File: config.mk
export PLATFORM = sky130hd
export DESIGN_NAME = fft_stage_ctrl
export DESIGN_NICKNAME = d
export VERILOG_FILES = /design/src/rtl/fft_pkg.sv /design/src/rtl/fft_addr_gen.sv /design/src/rtl/fft_stage_ctrl.sv
export SDC_FILE = /design/constraint.sdc
export NUM_CORES = 1
export LEC_CHECK = 0
export ABC_CLOCK_PERIOD_IN_PS = 2700
export CAP_MARGIN = 25
export CORE_MARGIN = 2
export CORE_UTILIZATION = 45
export CTS_BUF_LIST = sky130_fd_sc_hd__clkbuf_2
export DETAILED_ROUTE_END_ITERATION = 8
export PLACE_DENSITY = 0.69
export SYNTH_ARGS = -nofsm -noshare
export SYNTH_HDL_FRONTEND = slang
export SYNTH_HIERARCHICAL = 1
export SYNTH_SLANG_ARGS = --single-unit
File: constraint.sdc
create_clock -name clk -period 2.7 [get_ports clk]
set_input_delay 0.81 -clock clk [delete_from_list [all_inputs] [get_ports clk]]
set_output_delay 0.81 -clock clk [all_outputs]
set_load 0.02 [all_outputs]
File: src/rtl/fft_pkg.sv
// ---------------------------------------------------------------------------
// fft_pkg
//   Shared definitions for the radix-2 DIF FFT datapath: the stage
//   sequencer state encoding and the default transform size / butterfly
//   pipeline depth used by the controller, the datapath top and the
//   twiddle ROM.
// ---------------------------------------------------------------------------
package fft_pkg;

  typedef enum logic [1:0] {
    ST_IDLE  = 2'd0,
    ST_RUN   = 2'd1,
    ST_DRAIN = 2'd2,
    ST_DONE  = 2'd3
  } fft_state_t;

  // log2 of the transform size
  localparam int FFT_LOGN   = 4;
  // cycles the butterfly adds after the synchronous memory read
  localparam int FFT_PE_LAT = 1;

endpackage

File: src/rtl/fft_addr_gen.sv
// ---------------------------------------------------------------------------
// fft_addr_gen
//   Combinational operand-address and twiddle-index generator for one
//   butterfly of an in-place radix-2 DIF FFT.
//
//   Ports:
//     i_stage      stage index s, 0..LOGN-1
//     i_bf         butterfly index within the stage, 0..N/2-1
//     o_rd_addr_a  upper operand address  (grp*2*span + pos)
//     o_rd_addr_b  lower operand address  (upper + span)
//     o_tw_idx     twiddle exponent k of W_N^k (pos << s, truncated)
//     o_tw_en      high when the twiddle is not the trivial W_N^0
// ---------------------------------------------------------------------------
module fft_addr_gen
  import fft_pkg::*;
#(
  parameter int LOGN = FFT_LOGN,
  parameter int SW   = 2
) (
  input  logic [SW-1:0]   i_stage,
  input  logic [LOGN-2:0] i_bf,
  output logic [LOGN-1:0] o_rd_addr_a,
  output logic [LOGN-1:0] o_rd_addr_b,
  output logic [LOGN-2:0] o_tw_idx,
  output logic            o_tw_en
);

  logic [LOGN-1:0] w_bf;
  logic [LOGN-1:0] w_span;
  logic [LOGN-1:0] w_pos;
  logic [LOGN-1:0] w_grp;
  logic [LOGN-1:0] w_addr_a;
  logic [LOGN-2:0] w_tw;
  logic [31:0]     w_shr;
  logic [31:0]     w_shl;

  always_comb begin
    w_bf   = {1'b0, i_bf};
    // span = N >> (s+1) = 1 << (LOGN-1-s); a group occupies 2*span = N >> s
    w_shr  = 32'(LOGN - 1) - 32'(i_stage);
    w_shl  = 32'(LOGN) - 32'(i_stage);
    w_span = LOGN'(1) << w_shr;
    w_pos  = w_bf & (w_span - LOGN'(1));
    w_grp  = w_bf >> w_shr;
    // pos < span, so the group base and offset never overlap: OR == add
    w_addr_a = (w_grp << w_shl) | w_pos;
    w_tw     = (LOGN-1)'(w_pos << i_stage);

    o_rd_addr_a = w_addr_a;
    o_rd_addr_b = w_addr_a | w_span;
    o_tw_idx    = w_tw;
    o_tw_en     = (w_tw != '0);
  end

endmodule

File: src/rtl/fft_stage_ctrl.sv
// ---------------------------------------------------------------------------
// fft_stage_ctrl
//   Stage sequencer for an in-place radix-2 DIF FFT built around a single
//   butterfly. Issues one butterfly read per cycle, inserts a D-cycle drain
//   gap after every stage so no stage reads a location still being written,
//   and replays each read address D cycles later as the write-back address.
//
//   Ports:
//     clk, rst              clock (rising edge), async active-high reset
//     start                 request one full transform, sampled in IDLE
//     busy                  high while the transform is in progress
//     done                  one-cycle pulse after the final write
//     stage                 current stage index
//     rd_en, rd_addr_a/b    data memory read strobe and operand addresses
//     tw_idx, tw_en         twiddle ROM index and butterfly twiddle enable
//     wr_en, wr_addr_a/b    write strobe and addresses (read delayed by D)
//   All outputs are registered and clear to 0 on reset.
// ---------------------------------------------------------------------------
module fft_stage_ctrl
  import fft_pkg::*;
#(
  parameter int LOGN   = FFT_LOGN,
  parameter int PE_LAT = FFT_PE_LAT,
  parameter int SW     = 2
) (
  input  logic            clk,
  input  logic            rst,
  input  logic            start,
  output logic            busy,
  output logic            done,
  output logic [SW-1:0]   stage,
  output logic            rd_en,
  output logic [LOGN-1:0] rd_addr_a,
  output logic [LOGN-1:0] rd_addr_b,
  output logic [LOGN-2:0] tw_idx,
  output logic            tw_en,
  output logic            wr_en,
  output logic [LOGN-1:0] wr_addr_a,
  output logic [LOGN-1:0] wr_addr_b
);

  localparam int D   = PE_LAT + 1;
  localparam int NH  = 1 << (LOGN - 1);
  localparam int DCW = (D > 1) ? $clog2(D) : 1;

  localparam logic [LOGN-2:0] BF_LAST    = (LOGN-1)'(NH - 1);
  localparam logic [SW-1:0]   STAGE_LAST = SW'(LOGN - 1);
  localparam logic [DCW-1:0]  DCNT_LAST  = DCW'(D - 1);

  fft_state_t      r_state,  w_state_nxt;
  logic [SW-1:0]   r_stage,  w_stage_nxt;
  logic [LOGN-2:0] r_bf,     w_bf_nxt;
  logic [DCW-1:0]  r_dcnt,   w_dcnt_nxt;

  logic [LOGN-1:0] w_addr_a;
  logic [LOGN-1:0] w_addr_b;
  logic [LOGN-2:0] w_tw_idx;
  logic            w_tw_en;
  logic            w_run;

  logic [D-1:0]    r_wr_en_pipe;
  logic [LOGN-1:0] r_wr_a_pipe [D];
  logic [LOGN-1:0] r_wr_b_pipe [D];

  fft_addr_gen #(
    .LOGN (LOGN),
    .SW   (SW)
  ) u_addr_gen (
    .i_stage     (r_stage),
    .i_bf        (r_bf),
    .o_rd_addr_a (w_addr_a),
    .o_rd_addr_b (w_addr_b),
    .o_tw_idx    (w_tw_idx),
    .o_tw_en     (w_tw_en)
  );

  always_ff @(posedge clk or posedge rst) begin
    if (rst) begin
      r_state <= ST_IDLE;
      r_stage <= '0;
      r_bf    <= '0;
      r_dcnt  <= '0;
    end else begin
      r_state <= w_state_nxt;
      r_stage <= w_stage_nxt;
      r_bf    <= w_bf_nxt;
      r_dcnt  <= w_dcnt_nxt;
    end
  end

  always_comb begin
    w_state_nxt = r_state;
    w_stage_nxt = r_stage;
    w_bf_nxt    = r_bf;
    w_dcnt_nxt  = r_dcnt;
    w_run       = 1'b0;
    case (r_state)
      ST_IDLE: begin
        if (start) begin
          w_state_nxt = ST_RUN;
          w_stage_nxt = '0;
          w_bf_nxt    = '0;
        end
      end
      ST_RUN: begin
        w_run = 1'b1;
        // bf holds at its last value; it is only cleared when the next
        // stage begins
        if (r_bf == BF_LAST) begin
          w_state_nxt = ST_DRAIN;
          w_dcnt_nxt  = '0;
        end else begin
          w_bf_nxt = r_bf + 1'b1;
        end
      end
      ST_DRAIN: begin
        w_dcnt_nxt = r_dcnt + 1'b1;
        if (r_dcnt == DCNT_LAST) begin
          if (r_stage == STAGE_LAST) begin
            w_state_nxt = ST_DONE;
          end else begin
            w_state_nxt = ST_RUN;
            w_stage_nxt = r_stage + 1'b1;
            w_bf_nxt    = '0;
          end
        end
      end
      ST_DONE: begin
        w_state_nxt = ST_IDLE;
      end
      default: begin
        w_state_nxt = ST_IDLE;
      end
    endcase
  end

  // Read-side output register: address, twiddle and strobe share a cycle
  always_ff @(posedge clk or posedge rst) begin
    if (rst) begin
      busy      <= 1'b0;
      done      <= 1'b0;
      stage     <= '0;
      rd_en     <= 1'b0;
      rd_addr_a <= '0;
      rd_addr_b <= '0;
      tw_idx    <= '0;
      tw_en     <= 1'b0;
    end else begin
      busy      <= (r_state == ST_RUN) || (r_state == ST_DRAIN);
      done      <= (r_state == ST_DONE);
      stage     <= r_stage;
      rd_en     <= w_run;
      rd_addr_a <= w_run ? w_addr_a : '0;
      rd_addr_b <= w_run ? w_addr_b : '0;
      tw_idx    <= w_run ? w_tw_idx : '0;
      tw_en     <= w_run & w_tw_en;
    end
  end

  // Write-back delay pipeline: D register stages behind the read outputs
  always_ff @(posedge clk or posedge rst) begin
    if (rst) begin
      r_wr_en_pipe <= '0;
      for (int i = 0; i < D; i++) begin
        r_wr_a_pipe[i] <= '0;
        r_wr_b_pipe[i] <= '0;
      end
    end else begin
      r_wr_en_pipe[0] <= rd_en;
      r_wr_a_pipe[0]  <= rd_addr_a;
      r_wr_b_pipe[0]  <= rd_addr_b;
      for (int i = 1; i < D; i++) begin
        r_wr_en_pipe[i] <= r_wr_en_pipe[i-1];
        r_wr_a_pipe[i]  <= r_wr_a_pipe[i-1];
        r_wr_b_pipe[i]  <= r_wr_b_pipe[i-1];
      end
    end
  end

  assign wr_en     = r_wr_en_pipe[D-1];
  assign wr_addr_a = r_wr_a_pipe[D-1];
  assign wr_addr_b = r_wr_b_pipe[D-1];

endmodule

==> summary.md <==
| Metric | Value |
|---|---|
| Post-cts resize count | 0 |
| Final wirelength | 2.951 mm |
| Clk buf depth | 2 |
| DR iter-0 viols | 65 |
| Post-synthesis adder-cell area fraction | 7.458% |
| Initial antenna violation count | 0 |
| Number of distinct library cells after synthesis | 39 |
| Ys flop type | dfrtp_1 |
| GRT Total Usage | 14.89% |
| Critical-path top delay cell | clkdlybuf4s50_1 |
| Max Cap Viol | 0 |
| ANT cells | 0 |
| Pwr Density | 1086 nW/um2 |
| Worst EP required | 1.89 ns |
| Core Area | slightly below 4000 um2 |
| CP Class | flop to output pin |
| Post-CTS Setup Inserts | 0 |
| Buf/Inv on CP | 1 |
| DRC viols | 0 |
| Post-Synth Simple-Gate Area | between 10% and 20% |
| Net Sw Power | 0.0008695 W |
| Max frequency | 451.2 MHz |
| Worst clock skew | 0.01890 ns |
| FILL cells | 343 |
| Clock Tree Root | clkbuf_2 |
| Final net count | 187 |
| Commonest cells after routing, fill and taps aside | 43 x dfrtp_1, 28 x clkdlybuf4s50_1, 13 x and2_1 |
| TritonCTS clock tree | yes |
| CP Launch Type | flop |
| Post-synthesis mux area share | under 10% |
| EDFF count, synth | 0 |
| Worst-margin pin slew | ~0.56 ns |
| DRT Pass-1 Iters | 4 |
| Remaining global-route overflow | 0 |
| Final number of setup-violating endpoints | 0 |
| CP Cell Sequence | clkdlybuf4s50_1 |
| Core Rows | 23 |
| Final worst slack | 0.4839 ns |
| Gpl congestion | 0.8835 |
| Antenna viol nets, final | 0 |
| Post-Synth XOR/XNOR Area | 0.9492% |
| Vias | 1150 |
| Syn Nets | between 150 and 200 |
| Reg2reg end | tw_en |
| Fin. Hold Viols | 0 |
| Worst VDD drop | 511.5 uV |
| Slew margin rel. | 62.81% |
| Final std cells w/o fill | between 200 and 250 |
| Min-delay worst type | flop to flop |
| RSZ-0062 raised after global routing | no |
| Syn avg cell area | 12.47 um2 |
| Dpl cells | between 200 and 250 |
| Run status | finished, final reports clean |
| Final core occ | 55.55% |
| Post-synthesis async set-or-reset flop share | 100.0% |
| Clock power frac | between 10% and 20% |
| P&R area growth vs syn | 19.53% |
| Clock sink count | 43 |
| P_leak | 1.069 nW |
| # port buffers | 28 |
| Worst reg2reg setup slack | 0.52 ns |
| Clock-pin transition on the worst setup and hold timing paths | 0.19 ns |
| Hold Crit Start | r_wr_b_pipe[6] |
| Syn Std Cell Area | 1846 um2 |
| Post-synthesis compound-gate area fraction | 10.71% |
| Cell count after synthesis | 148 |
| CP endpoint kind | output pin |
| Total power | 0.002396 W |
| Leading cell type in the layout, fill and taps excluded | dfrtp_1 |
| Die ar. | 4629 um2 |
| Hold depth | 0 |
| # H-tree levels | 2 |
| Worst R2R Start | r_stage[0] |
| Max Fanout on Critical Path | 2 |
| Largest family of logic cells by synthesized area | simple AND/OR/NAND/NOR gates |
| Pre-CTS setup slack | 0.5309 ns |
| WP data arrival | 1.41 ns |
| Die Wd | approximately 70 um |
| Die Ht | 68.04 um |
| CP delay by family, top | buffers and inverters |
| Seq pwr share | 40.8% |
| # hold bufs at CTS | 0 |
| Internal | 0.001527 W |
| DP HPWL | a little over 2 mm |
| IO Pins | 29 |
| Ratio of cells with drive above 1 in the final layout | 10.92% |
| Clock Latency Late Sink | 0.40 ns |
| First-pass GRT wire length | 4.933 mm |
| Setup TNS Final | 0 ns |
| Synth Warn # | 6 |
| Vias in the first global route | about 1100 |
| Starting Density | 46.47% |
| Drt via density | 5.134 |
| Fin crit share | 82.08% |
| CTS Buf Count | 5 |
| Largest net degree at the start of global routing | 44 |
| Logic pwr share | between 40% and 50% |
| #FFs+latches synth | 43 |
| Hold Path End | wr_addr_b[2] |
| Worst R2R Path Depth | 6 |
| Final slew viol count | 0 |
| Sw frac | between 30% and 40% |
| Min Clock Period, post-route | between 2 and 2.5 ns |
| Part of the Yosys area used for sequential elements | roughly three fifths |
| WL/cell | 13.17 um |
| CP max stage delay | 0.61 ns |
-- sequential cells by signal, summed over array words and instances (netlist names) --
register,flops
rd_addr_a,4
tw_en,1
tw_idx,3
r_bf,3
busy,1
r_state,2
rd_en,1
r_wr_b_pipe,4
r_stage,2
done,1
wr_addr_b,4
rd_addr_b,4
wr_addr_a,4
r_dcnt,1
stage,2
r_wr_a_pipe,4
r_wr_en_pipe,2
-- layer usage --
layer  vias to the layer above  GRT usage [%]  part of all wire, %
met5                         -              0                    0
met4                         0          8.000                  2.3
met3                         7          4.934                  4.9
met2                        28          25.49                   50
met1                       562          16.25                   43
li1                        553              -                    -
-- how the worst max path moves through the flow --
| stage | start | endpoint | cells after the start |
|---|---|---|---|
| after floorplan | r_stage[0] | tw_en | 7 |
| after global placement | r_stage[0] | tw_en | 6 |
| after detailed placement | r_stage[0] | tw_en | 6 |
| after CTS | rd_addr_b[0] | rd_addr_b[0] | 1 |
| after global routing | r_stage[0] | tw_en | 6 |
| final | rd_addr_b[0] | rd_addr_b[0] | 1 |
-- power groups by stage --
stage               registers [W]  clock network [W]  logic (W)
floorplan                 0.00104                  0   0.000622
global placement         0.000984                  0   0.000960
detailed placement       0.000996                  0   0.000979
CTS                      0.000982           0.000462   0.000981
global route              0.00101           0.000494    0.00107
finish                   0.000977           0.000450   0.000970
-- Yosys cell counts, types with 2 or more instances --
| library cell | number | area share, % |
|---|---|---|
| xnor2_1 | 2 | 0.95 |
| nand4b_1 | 3 | 1.4 |
| o31ai_1 | 3 | 1.2 |
| nand3b_1 | 2 | 0.81 |
| a31oi_1 | 3 | 1.0 |
| and2_1 | 13 | 4.4 |
| nand2_1 | 8 | 1.6 |
| nand4_1 | 2 | 0.68 |
| o21ai_1 | 4 | 1.1 |
| a21oi_1 | 4 | 1.1 |
| buf_4 | 8 | 3.3 |
| ha_1 | 11 | 7.5 |
| inv_1 | 8 | 1.6 |
| dfrtp_1 | 43 | 58 |
| nor2_1 | 5 | 1.0 |
| nand3_1 | 5 | 1.4 |
| mux2i_1 | 2 | 1.1 |
-- layout make-up --
| class | instances | area, um2 | share of cell area, % |
|---|---|---|---|
| sequential | 43 | 1076 | 48.78 |
| multi-input combinational | 86 | 659.4 | 29.89 |
| timing repair buffer | 29 | 287.8 | 13.05 |
| tap | 50 | 62.56 | 2.836 |
| clock inverter | 2 | 60.06 | 2.723 |
| clock buffer | 6 | 30.03 | 1.361 |
| inverter | 8 | 30.03 | 1.361 |
-- kinds of logic (layout without fill, tap and decap cells) --
group,Yosys count,count (layout)
simple gates,47,47
flops,43,43
compound gates,24,24
buf+inv,19,45
fa+ha+maj,11,11
xor+xnor,2,2
mux,2,2
-- through the flow --
stage	hold slack (ns)	area [um2]
6_report	0.3739	2206
5_1_grt	0.3896	2206
4_1_cts	0.3779	2206
3_5_place_dp	0.3364	2116
3_3_place_gp	0.3327	2116
2_1_floorplan	0.3312	1846
No activity file was read; power rests on OpenSTA's default activity.
